--- src/rtl/vga_map_pkg.sv ---
// vga_map_pkg: shared widths, map geometry, state and source encodings for the VGA map writer.
package vga_map_pkg;

    localparam int unsigned ADDR_W    = 19;
    localparam int unsigned DATA_W    = 8;
    localparam int unsigned MAP_W     = 640;
    localparam int unsigned MAP_H     = 480;
    localparam int unsigned MAP_WORDS = MAP_W * MAP_H;

    typedef enum logic [0:0] {
        ARB   = 1'b0,
        CLEAR = 1'b1
    } state_e;

    localparam logic SRC_RF   = 1'b0;
    localparam logic SRC_DISP = 1'b1;

    typedef struct packed {
        logic [ADDR_W-1:0] addr;
        logic [DATA_W-1:0] data;
    } map_entry_t;

    function automatic logic in_map(input logic [ADDR_W-1:0] addr, input int unsigned words);
        return (32'(addr) < words);
    endfunction

endpackage

--- src/rtl/vga_map_writer_if.sv ---
// vga_map_writer_if: source write strobes, clear control and BRAM port A outputs of the map writer.
interface vga_map_writer_if;
    import vga_map_pkg::*;

    logic              rf_wen;
    logic [ADDR_W-1:0] rf_addr;
    logic [DATA_W-1:0] rf_data;
    logic              disp_wen;
    logic [ADDR_W-1:0] disp_addr;
    logic [DATA_W-1:0] disp_data;
    logic              clear_req;
    logic              clear_busy;
    logic              clear_done;
    logic [ADDR_W-1:0] vga_waddr;
    logic [DATA_W-1:0] dina;
    logic              ena;
    logic              wea;
    logic              ovf_rf;
    logic              ovf_disp;
    logic              oob;

    modport master (
        output rf_wen, rf_addr, rf_data, disp_wen, disp_addr, disp_data, clear_req,
        input  clear_busy, clear_done, vga_waddr, dina, ena, wea, ovf_rf, ovf_disp, oob
    );

    modport slave (
        input  rf_wen, rf_addr, rf_data, disp_wen, disp_addr, disp_data, clear_req,
        output clear_busy, clear_done, vga_waddr, dina, ena, wea, ovf_rf, ovf_disp, oob
    );

endinterface

--- src/rtl/vga_map_fifo.sv ---
// vga_map_fifo: synchronous {addr,data} FIFO; a push into a full FIFO is accepted when a pop
// happens on the same edge.
module vga_map_fifo
    import vga_map_pkg::*;
#(
    parameter int unsigned FIFO_DEPTH = 16
) (
    input  logic       clk_i,
    input  logic       rst_i,
    input  logic       push_i,
    input  map_entry_t entry_i,
    input  logic       pop_i,
    output map_entry_t entry_o,
    output logic       full_o,
    output logic       empty_o
);

    localparam int unsigned PTR_W = $clog2(FIFO_DEPTH);

    map_entry_t       mem_q [FIFO_DEPTH];
    logic [PTR_W-1:0] wr_ptr_q, wr_ptr_d;
    logic [PTR_W-1:0] rd_ptr_q, rd_ptr_d;
    logic [PTR_W:0]   count_q, count_d;
    logic             do_push;
    logic             do_pop;

    assign full_o  = (count_q == (PTR_W+1)'(FIFO_DEPTH));
    assign empty_o = (count_q == '0);
    assign do_pop  = pop_i && !empty_o;
    assign do_push = push_i && (!full_o || do_pop);
    assign entry_o = mem_q[rd_ptr_q];

    always_comb begin
        wr_ptr_d = wr_ptr_q;
        rd_ptr_d = rd_ptr_q;
        count_d  = count_q;
        if (do_push) begin
            wr_ptr_d = wr_ptr_q + PTR_W'(1);
        end
        if (do_pop) begin
            rd_ptr_d = rd_ptr_q + PTR_W'(1);
        end
        if (do_push && !do_pop) begin
            count_d = count_q + (PTR_W+1)'(1);
        end else if (do_pop && !do_push) begin
            count_d = count_q - (PTR_W+1)'(1);
        end
    end

    always_ff @(posedge clk_i) begin
        if (rst_i) begin
            wr_ptr_q <= '0;
            rd_ptr_q <= '0;
            count_q  <= '0;
        end else begin
            wr_ptr_q <= wr_ptr_d;
            rd_ptr_q <= rd_ptr_d;
            count_q  <= count_d;
        end
    end

    // Storage carries no reset; emptiness is tracked by count_q alone.
    always_ff @(posedge clk_i) begin
        if (do_push) begin
            mem_q[wr_ptr_q] <= entry_i;
        end
    end

endmodule

--- src/rtl/vga_map_writer.sv ---
// vga_map_writer: merges rangefinder and disparity writes into BRAM port A, plus a sweep-clear.
// Define VGA_MAP_RF_PRIORITY_EN to replace round-robin with fixed rangefinder-first arbitration.
module vga_map_writer
    import vga_map_pkg::*;
#(
    parameter int unsigned       FIFO_DEPTH  = 16,
    parameter int unsigned       MAP_WORDS   = vga_map_pkg::MAP_WORDS,
    parameter logic [DATA_W-1:0] CLEAR_VALUE = 8'h00
) (
    input logic             clk,
    input logic             reset,
    vga_map_writer_if.slave mw
);

    localparam logic [0:0]        ST_ARB    = ARB;
    localparam logic [0:0]        ST_CLEAR  = CLEAR;
    localparam logic [ADDR_W-1:0] LAST_ADDR = ADDR_W'(MAP_WORDS - 1);

    logic [0:0]        state_q, state_d;
    logic [ADDR_W-1:0] cnt_q, cnt_d;
    logic              ena_q, ena_d;
    logic [ADDR_W-1:0] waddr_q, waddr_d;
    logic [DATA_W-1:0] dina_q, dina_d;
    logic              done_q, done_d;
    logic              ovf_rf_q, ovf_rf_d;
    logic              ovf_disp_q, ovf_disp_d;
    logic              oob_q, oob_d;

    logic              rf_in_map, disp_in_map;
    logic              rf_push, disp_push;
    logic              rf_pop, disp_pop;
    logic              rf_full, rf_empty, disp_full, disp_empty;
    logic              pick_rf, pick_disp;
    logic              arb_go, clear_accept;
    map_entry_t        rf_entry, disp_entry, rf_head, disp_head;

    assign rf_in_map   = in_map(mw.rf_addr, MAP_WORDS);
    assign disp_in_map = in_map(mw.disp_addr, MAP_WORDS);
    assign rf_push     = mw.rf_wen && rf_in_map;
    assign disp_push   = mw.disp_wen && disp_in_map;
    assign rf_entry    = {mw.rf_addr, mw.rf_data};
    assign disp_entry  = {mw.disp_addr, mw.disp_data};

    assign clear_accept = (state_q == ST_ARB) && mw.clear_req;
    assign arb_go       = (state_q == ST_ARB) && !mw.clear_req;
    assign rf_pop       = arb_go && pick_rf;
    assign disp_pop     = arb_go && pick_disp;

    vga_map_fifo #(.FIFO_DEPTH(FIFO_DEPTH)) u_rf_fifo (
        .clk_i   (clk),
        .rst_i   (reset),
        .push_i  (rf_push),
        .entry_i (rf_entry),
        .pop_i   (rf_pop),
        .entry_o (rf_head),
        .full_o  (rf_full),
        .empty_o (rf_empty)
    );

    vga_map_fifo #(.FIFO_DEPTH(FIFO_DEPTH)) u_disp_fifo (
        .clk_i   (clk),
        .rst_i   (reset),
        .push_i  (disp_push),
        .entry_i (disp_entry),
        .pop_i   (disp_pop),
        .entry_o (disp_head),
        .full_o  (disp_full),
        .empty_o (disp_empty)
    );

`ifdef VGA_MAP_RF_PRIORITY_EN
    always_comb begin
        pick_rf   = 1'b0;
        pick_disp = 1'b0;
        if (!rf_empty) begin
            pick_rf = 1'b1;
        end else if (!disp_empty) begin
            pick_disp = 1'b1;
        end
    end
`else
    logic rr_q, rr_d;

    // The pointer only advances when both sources competed and a pop really happened.
    always_comb begin
        pick_rf   = 1'b0;
        pick_disp = 1'b0;
        rr_d      = rr_q;
        if (!rf_empty && !disp_empty) begin
            if (rr_q == SRC_RF) begin
                pick_rf = 1'b1;
            end else begin
                pick_disp = 1'b1;
            end
            if (arb_go) begin
                rr_d = ~rr_q;
            end
        end else if (!rf_empty) begin
            pick_rf = 1'b1;
        end else if (!disp_empty) begin
            pick_disp = 1'b1;
        end
    end

    always_ff @(posedge clk) begin
        if (reset) begin
            rr_q <= SRC_RF;
        end else begin
            rr_q <= rr_d;
        end
    end
`endif

    always_comb begin
        state_d    = state_q;
        cnt_d      = cnt_q;
        ena_d      = 1'b0;
        waddr_d    = waddr_q;
        dina_d     = dina_q;
        done_d     = 1'b0;
        ovf_rf_d   = ovf_rf_q;
        ovf_disp_d = ovf_disp_q;
        oob_d      = oob_q;

        if (state_q == ST_CLEAR) begin
            ena_d   = 1'b1;
            waddr_d = cnt_q;
            dina_d  = CLEAR_VALUE;
            if (cnt_q == LAST_ADDR) begin
                state_d = ST_ARB;
                done_d  = 1'b1;
            end else begin
                cnt_d = cnt_q + ADDR_W'(1);
            end
        end else if (clear_accept) begin
            state_d = ST_CLEAR;
            cnt_d   = '0;
        end else if (rf_pop) begin
            ena_d   = 1'b1;
            waddr_d = rf_head.addr;
            dina_d  = rf_head.data;
        end else if (disp_pop) begin
            ena_d   = 1'b1;
            waddr_d = disp_head.addr;
            dina_d  = disp_head.data;
        end

        // Accepting a clear wipes the flags, but events on that same edge still register.
        if (clear_accept) begin
            ovf_rf_d   = 1'b0;
            ovf_disp_d = 1'b0;
            oob_d      = 1'b0;
        end
        if ((mw.rf_wen && !rf_in_map) || (mw.disp_wen && !disp_in_map)) begin
            oob_d = 1'b1;
        end
        if (rf_push && rf_full && !rf_pop) begin
            ovf_rf_d = 1'b1;
        end
        if (disp_push && disp_full && !disp_pop) begin
            ovf_disp_d = 1'b1;
        end
    end

    always_ff @(posedge clk) begin
        if (reset) begin
            state_q    <= ST_ARB;
            cnt_q      <= '0;
            ena_q      <= 1'b0;
            waddr_q    <= '0;
            dina_q     <= '0;
            done_q     <= 1'b0;
            ovf_rf_q   <= 1'b0;
            ovf_disp_q <= 1'b0;
            oob_q      <= 1'b0;
        end else begin
            state_q    <= state_d;
            cnt_q      <= cnt_d;
            ena_q      <= ena_d;
            waddr_q    <= waddr_d;
            dina_q     <= dina_d;
            done_q     <= done_d;
            ovf_rf_q   <= ovf_rf_d;
            ovf_disp_q <= ovf_disp_d;
            oob_q      <= oob_d;
        end
    end

    assign mw.clear_busy = (state_q == ST_CLEAR);
    assign mw.clear_done = done_q;
    assign mw.vga_waddr  = waddr_q;
    assign mw.dina       = dina_q;
    assign mw.ena        = ena_q;
    assign mw.wea        = ena_q;
    assign mw.ovf_rf     = ovf_rf_q;
    assign mw.ovf_disp   = ovf_disp_q;
    assign mw.oob        = oob_q;

endmodule

--- src/flat_wrapper.sv ---
// flat-port wrapper written by rule: the top's interface ports become plain ports
module vga_map_writer_flat import vga_map_pkg::*;
#(
    parameter int unsigned       FIFO_DEPTH  = 16,
    parameter int unsigned       MAP_WORDS   = vga_map_pkg::MAP_WORDS,
    parameter logic [DATA_W-1:0] CLEAR_VALUE = 8'h00
)
  (clk, reset, mw_rf_wen, mw_rf_addr, mw_rf_data, mw_disp_wen, mw_disp_addr, mw_disp_data, mw_clear_req, mw_clear_busy, mw_clear_done, mw_vga_waddr, mw_dina, mw_ena, mw_wea, mw_ovf_rf, mw_ovf_disp, mw_oob);
  vga_map_writer_if mw_i ();
  input logic clk;
  input logic reset;
  input wire logic [$bits(mw_i.rf_wen)-1:0] mw_rf_wen;
  input wire logic [$bits(mw_i.rf_addr)-1:0] mw_rf_addr;
  input wire logic [$bits(mw_i.rf_data)-1:0] mw_rf_data;
  input wire logic [$bits(mw_i.disp_wen)-1:0] mw_disp_wen;
  input wire logic [$bits(mw_i.disp_addr)-1:0] mw_disp_addr;
  input wire logic [$bits(mw_i.disp_data)-1:0] mw_disp_data;
  input wire logic [$bits(mw_i.clear_req)-1:0] mw_clear_req;
  output wire logic [$bits(mw_i.clear_busy)-1:0] mw_clear_busy;
  output wire logic [$bits(mw_i.clear_done)-1:0] mw_clear_done;
  output wire logic [$bits(mw_i.vga_waddr)-1:0] mw_vga_waddr;
  output wire logic [$bits(mw_i.dina)-1:0] mw_dina;
  output wire logic [$bits(mw_i.ena)-1:0] mw_ena;
  output wire logic [$bits(mw_i.wea)-1:0] mw_wea;
  output wire logic [$bits(mw_i.ovf_rf)-1:0] mw_ovf_rf;
  output wire logic [$bits(mw_i.ovf_disp)-1:0] mw_ovf_disp;
  output wire logic [$bits(mw_i.oob)-1:0] mw_oob;
  assign mw_i.rf_wen = mw_rf_wen;
  assign mw_i.rf_addr = mw_rf_addr;
  assign mw_i.rf_data = mw_rf_data;
  assign mw_i.disp_wen = mw_disp_wen;
  assign mw_i.disp_addr = mw_disp_addr;
  assign mw_i.disp_data = mw_disp_data;
  assign mw_i.clear_req = mw_clear_req;
  assign mw_clear_busy = mw_i.clear_busy;
  assign mw_clear_done = mw_i.clear_done;
  assign mw_vga_waddr = mw_i.vga_waddr;
  assign mw_dina = mw_i.dina;
  assign mw_ena = mw_i.ena;
  assign mw_wea = mw_i.wea;
  assign mw_ovf_rf = mw_i.ovf_rf;
  assign mw_ovf_disp = mw_i.ovf_disp;
  assign mw_oob = mw_i.oob;
  vga_map_writer #(.FIFO_DEPTH(FIFO_DEPTH), .MAP_WORDS(MAP_WORDS), .CLEAR_VALUE(CLEAR_VALUE)) u_core (.clk(clk), .reset(reset), .mw(mw_i));
endmodule
--- config.mk ---
export PLATFORM = sky130hd
export DESIGN_NAME = vga_map_writer_flat
export DESIGN_NICKNAME = d
export VERILOG_FILES = /design/src/rtl/vga_map_pkg.sv /design/src/rtl/vga_map_writer_if.sv /design/src/rtl/vga_map_fifo.sv /design/src/rtl/vga_map_writer.sv /design/src/flat_wrapper.sv
export SDC_FILE = /design/constraint.sdc
export NUM_CORES = 1
export LEC_CHECK = 0
export ABC_AREA = 1
export CAP_MARGIN = 5
export CELL_PAD_IN_SITES_DETAIL_PLACEMENT = 0
export CELL_PAD_IN_SITES_GLOBAL_PLACEMENT = 1
export CORE_MARGIN = 2
export CORE_UTILIZATION = 43
export CTS_CLUSTER_DIAMETER = 150
export DETAILED_ROUTE_END_ITERATION = 16
export GPL_TIMING_DRIVEN = 0
export PLACE_DENSITY_LB_ADDON = 0.1
export SLEW_MARGIN = 20
export SYNTH_ARGS = -nofsm -noshare
export SYNTH_HDL_FRONTEND = slang
export SYNTH_SLANG_ARGS = --single-unit
--- constraint.sdc ---
create_clock -name clk -period 7.7 [get_ports clk]
set_clock_uncertainty 0.15 [all_clocks]
set_input_delay 2.31 -clock clk [delete_from_list [all_inputs] [get_ports clk]]
set_output_delay 2.31 -clock clk [all_outputs]
set_load 0.1 [all_outputs]
==> out/metrics.json <==
{
  "outcome": {"value": "complete, no violations"},
  "number_of_global_route_vias_before_repair": {"value": 26500},
  "root_buffer": {"value": "sky130_fd_sc_hd__clkbuf_16"},
  "die-area": {"value": 93000, "unit": "um2"},
  "port_buffers": {"value": 91},
  "post-route-period-util": {"value": 80.6, "unit": "%"},
  "total_via_count_after_detailed_routing": {"value": 27400},
  "final_util": {"value": 50.9, "unit": "%"},
  "yosysSeqAreaShare": {"value": 71.1, "unit": "%"},
  "placeable_area": {"value": 89900, "unit": "um2"},
  "synthTopCellsByArea": {"value": "sky130_fd_sc_hd__edfxtp_1 (67%), sky130_fd_sc_hd__nand2_1 (7.1%), sky130_fd_sc_hd__nand3_1 (6.1%)"},
  "cp.required": {"value": 8.09, "unit": "ns"},
  "cts_repair_resize_count": {"value": 0},
  "cp_cell_sequence": {"value": "clkdlybuf4s50_1 > nand2_1 > inv_1 > o21ai_0 > nand2_1 > nand2_1 > nand2_1 > a21oi_4 > ha_1 > inv_1 > fa_1 > a21o_1 > a21oi_1 > nor2_1 > nor2_1 > nand2_1 > o21ai_0 > a21oi_1"},
  "synth_seq_cells": {"value": 951},
  "fillerInstances": {"value": 7931},
  "number_of_drc_violations_after_detailed_routing": {"value": 0},
  "post-cts-setup-buffers": {"value": 0},
  "htree_num_levels": {"value": 3},
  "type_of_the_most_critical_hold_path": {"value": "register to register"},
  "clock_tree_from_tritoncts": {"value": "done"},
  "pins_over_slew_limit": {"value": 0},
  "wirelength": {"value": 126000, "unit": "um"},
  "cp_slowest_cell": {"value": "sky130_fd_sc_hd__clkdlybuf4s50_1"},
  "initial_core_util": {"value": 43.3, "unit": "%"},
  "startpoint_type": {"value": "primary input"},
  "num_rows": {"value": 110},
  "post_synth_num_cell_types": {"value": 38},
  "netlist_instances": {"value": 3370},
  "drt-wirelength-per-cell": {"value": 25.9, "unit": "um"},
  "detail_route.vias_per_cell": {"value": 5.64},
  "dr.first_iter.drc_count": {"value": 3022},
  "firstDrtPassIters": {"value": 6},
  "top_level_ports": {"value": 93},
  "rsz0062_at_grt": {"value": "false"},
  "synthesis.area": {"value": 38900, "unit": "um2"},
  "worst_ep_arrival_time": {"value": 6.60, "unit": "ns"},
  "timing.setup.critical_path_class": {"value": "primary input to register"},
  "number_of_buffers_created_by_cts": {"value": 104},
  "p_leak": {"value": 16.1, "unit": "nW"},
  "antenna_left": {"value": 0},
  "syn_nets": {"value": 3450},
  "clk_latency": {"value": 0.67, "unit": "ns"},
  "clock_slew_at_the_register_clock_pins_of_the_worst_setup_and_hold_paths": {"value": 0.06, "unit": "ns"},
  "dieWidth": {"value": 305, "unit": "um"},
  "power_per_cell_area": {"value": 329, "unit": "nW/um2"},
  "finalSetupViolCount": {"value": 0},
  "synth.yosys.warnings": {"value": 0},
  "first_pass_grt_wire_length": {"value": 182000, "unit": "um"},
  "post_cts_hold_buffer_count": {"value": 0},
  "critPathCaptureType": {"value": "register"},
  "clock_period_minus_final_worst_setup_slack": {"value": 6.21, "unit": "ns"},
  "grt_usage": {"value": 26.8, "unit": "%"},
  "max-slew-margin-rel": {"value": 29.3, "unit": "%"},
  "detailed_place_hpwl": {"value": 86800, "unit": "um"},
  "longest_clk_path_bufs": {"value": 3},
  "worst_slack": {"value": 1.49, "unit": "ns"},
  "die_h": {"value": 305, "unit": "um"},
  "top_cell_type_by_total_area_after_synthesis": {"value": "sky130_fd_sc_hd__edfxtp_1"},
  "area_growth_syn_to_layout": {"value": 17.4, "unit": "%"},
  "yosys.area.top_type_share": {"value": 66.6, "unit": "%"},
  "grt.overflow.total": {"value": 0},
  "antenna_violations_before_repair": {"value": 3},
  "worst_slew_pin_slew": {"value": 1.06, "unit": "ns"},
  "slowest_delay": {"value": 0.97, "unit": "ns"},
  "clock.fmax": {"value": 0.161, "unit": "GHz"},
  "clock_sink_count": {"value": 951},
  "finalWeightedCongestion": {"value": 0.843},
  "synth.avg_cell_area": {"value": 11.6, "unit": "um2"},
  "timing.final.hold_violations": {"value": 0},
  "cp_max_fo": {"value": 17},
  "vdd_drop_max": {"value": 0.000388, "unit": "V"},
  "grt_max_degree": {"value": 23},
  "placement.setup.worst_slack": {"value": 0.900, "unit": "ns"},
  "layout-drive-gt1-share": {"value": 9.48, "unit": "%"},
  "final_nets": {"value": 3682},
  "cap_violations": {"value": 0},
  "cpMostUsedCell": {"value": "sky130_fd_sc_hd__nand2_1"},
  "cpLargestDelayFamily": {"value": "compound AO/OA/AOI/OAI gates"},
  "critPathBufInv": {"value": 3}
}
## layer usage
metal,GRT usage (%),share of wire [%]
met5,0,0
met4,7.10,2.4
met3,4.76,8.2
met2,42.1,46
met1,38.4,44
## through the flow
stage	cells	power, mW	cell area (um2)	TNS, ns	hold WS [ns]
final	4859	15.0	45700	0	0.323
after global routing	4858	15.7	45700	0	0.354
after CTS	4858	15.1	45700	0	0.325
after detailed placement	4672	10.2	42400	0	0.313
after global placement	4637	10.1	41300	-384.47	0.309
after floorplan	3370	8.52	38900	0	0.286
## flip-flops by register name (all words and copies together) (netlist names), 4 cells and up, named ones only
register / count
u_core.mw.dina: 8
u_core.u_disp_fifo.wr_ptr_q: 4
u_core.u_rf_fifo.rd_ptr_q: 4
u_core.u_disp_fifo.mem_q: 432
u_core.u_rf_fifo.wr_ptr_q: 4
u_core.u_disp_fifo.count_q: 5
u_core.u_rf_fifo.mem_q: 432
u_core.mw.vga_waddr: 19
u_core.u_rf_fifo.count_q: 5
u_core.u_disp_fifo.rd_ptr_q: 4
u_core.cnt_q: 19
## where the power goes
group	internal [mW]	total, mW	switching, mW
registers	5.80	5.91	0.108
logic	1.09	4.22	3.13
clock network	2.89	4.91	2.02
## layout by cell type (no fill, tap or decap), types with 3 or more instances in the layout
cell / n
sky130_fd_sc_hd__buf_12: 14
sky130_fd_sc_hd__edfxtp_1: 864
sky130_fd_sc_hd__o21ai_1: 28
sky130_fd_sc_hd__ha_1: 19
sky130_fd_sc_hd__clkbuf_16: 108
sky130_fd_sc_hd__xor2_1: 4
sky130_fd_sc_hd__inv_2: 9
sky130_fd_sc_hd__dfxtp_1: 87
sky130_fd_sc_hd__clkbuf_1: 100
sky130_fd_sc_hd__nand2_1: 735
sky130_fd_sc_hd__nor2_4: 34
sky130_fd_sc_hd__a21o_1: 4
sky130_fd_sc_hd__buf_2: 91
sky130_fd_sc_hd__o31ai_1: 12
sky130_fd_sc_hd__inv_1: 173
sky130_fd_sc_hd__nor2_1: 251
sky130_fd_sc_hd__bufinv_16: 10
sky130_fd_sc_hd__o211ai_1: 113
sky130_fd_sc_hd__buf_4: 20
sky130_fd_sc_hd__a31oi_1: 3
sky130_fd_sc_hd__buf_16: 21
sky130_fd_sc_hd__clkinv_2: 16
sky130_fd_sc_hd__nand4_1: 8
sky130_fd_sc_hd__nor3_1: 6
sky130_fd_sc_hd__clkdlybuf4s50_1: 91
sky130_fd_sc_hd__buf_1: 7
sky130_fd_sc_hd__buf_6: 10
sky130_fd_sc_hd__o21ai_0: 209
sky130_fd_sc_hd__a21oi_1: 112
sky130_fd_sc_hd__nand3_1: 477
sky130_fd_sc_hd__clkinv_1: 22
sky130_fd_sc_hd__nand2_2: 3
sky130_fd_sc_hd__xnor2_1: 3
## cells by family after synthesis
| kind of cell | after synthesis | synth area share, % |
|---|---|---|
| AND/OR/NAND/NOR | 1521 | 16.4 |
| XOR/XNOR | 7 | 0.157 |
| buffers and inverters | 385 | 4.43 |
| AO/OA/AOI/OAI | 485 | 7.16 |
| flip-flops | 951 | 71.1 |
| adder cells (fa/ha/maj) | 21 | 0.713 |
## synthesized netlist by cell type
| master | count |
|---|---|
| sky130_fd_sc_hd__o21ai_1 | 28 |
| sky130_fd_sc_hd__clkinv_4 | 1 |
| sky130_fd_sc_hd__clkbuf_8 | 1 |
| sky130_fd_sc_hd__nand4_2 | 2 |
| sky130_fd_sc_hd__o31ai_1 | 12 |
| sky130_fd_sc_hd__o21ai_0 | 209 |
| sky130_fd_sc_hd__a31oi_1 | 3 |
| sky130_fd_sc_hd__buf_1 | 7 |
| sky130_fd_sc_hd__xor2_1 | 4 |
| sky130_fd_sc_hd__fa_1 | 2 |
| sky130_fd_sc_hd__buf_2 | 91 |
| sky130_fd_sc_hd__nor2_1 | 283 |
| sky130_fd_sc_hd__buf_4 | 20 |
| sky130_fd_sc_hd__edfxtp_1 | 864 |
| sky130_fd_sc_hd__a21oi_1 | 112 |
| sky130_fd_sc_hd__xnor2_1 | 3 |
| sky130_fd_sc_hd__clkbuf_1 | 70 |
| sky130_fd_sc_hd__nor2_4 | 2 |
| sky130_fd_sc_hd__clkinv_1 | 3 |
| sky130_fd_sc_hd__inv_1 | 173 |
| sky130_fd_sc_hd__buf_6 | 10 |
| sky130_fd_sc_hd__nor4_1 | 1 |
| sky130_fd_sc_hd__dfxtp_1 | 87 |
| sky130_fd_sc_hd__nand2_2 | 3 |
| sky130_fd_sc_hd__a21o_1 | 4 |
| sky130_fd_sc_hd__nor2_2 | 1 |
| sky130_fd_sc_hd__nor3_1 | 6 |
| sky130_fd_sc_hd__nand3_1 | 477 |
| sky130_fd_sc_hd__nand2_4 | 2 |
| sky130_fd_sc_hd__o211ai_1 | 113 |
| sky130_fd_sc_hd__and2_1 | 1 |
| sky130_fd_sc_hd__a21oi_4 | 2 |
| sky130_fd_sc_hd__o21ai_4 | 1 |
| sky130_fd_sc_hd__inv_2 | 9 |
| sky130_fd_sc_hd__nand4_1 | 8 |
| sky130_fd_sc_hd__nand2_1 | 735 |
| sky130_fd_sc_hd__ha_1 | 19 |
| sky130_fd_sc_hd__o22ai_1 | 1 |
## worst reg2reg max path, stage by stage, from the launching register on
cell and delay [ns]:
sky130_fd_sc_hd__dfxtp_1 0.36, sky130_fd_sc_hd__nor2_1 0.19, sky130_fd_sc_hd__nand4_2 0.21, sky130_fd_sc_hd__nand2_1 0.18, sky130_fd_sc_hd__inv_2 0.06, sky130_fd_sc_hd__nand2_4 0.15, sky130_fd_sc_hd__buf_2 0.40, sky130_fd_sc_hd__ha_1 0.30
sky130_fd_sc_hd__inv_1 0.12, sky130_fd_sc_hd__fa_1 0.41, sky130_fd_sc_hd__a21o_1 0.17, sky130_fd_sc_hd__a21oi_1 0.18, sky130_fd_sc_hd__nor2_1 0.06, sky130_fd_sc_hd__nor2_1 0.09, sky130_fd_sc_hd__nand2_1 0.07, sky130_fd_sc_hd__o21ai_0 0.15
sky130_fd_sc_hd__a21oi_1 0.05
## final timing paths
| kind | startpoint | slack (ns) | cells after the start | endpoint |
|---|---|---|---|---|
| max | mw_rf_addr[13] | 1.49 | 18 | u_core.u_rf_fifo.count_q[4] |
| min | u_core.u_rf_fifo.rd_ptr_q[3] | 0.32 | 2 | u_core.u_rf_fifo.rd_ptr_q[3] |
| max reg2reg | u_core.u_rf_fifo.count_q[0] | 4.28 | 16 | u_core.u_rf_fifo.count_q[4] |
| min reg2reg | u_core.u_rf_fifo.rd_ptr_q[3] | 0.32 | 2 | u_core.u_rf_fifo.rd_ptr_q[3] |
## area by class of cell
type                            count  area (um2)  area share (%)
Buffer                            199        1020            2.23
Multi-Input combinational cell   2034        9760            21.4
Clock buffer                      139        2830            6.19
Sequential cell                   951       27700            60.6
Antenna cell                        1        2.50         0.00547
Timing Repair Buffer              126        1770            3.87
Clock inverter                     47         477            1.04
Tap cell                         1176        1470            3.22
Inverter                          186         703            1.54
No activity file was read; power rests on OpenSTA's default activity.
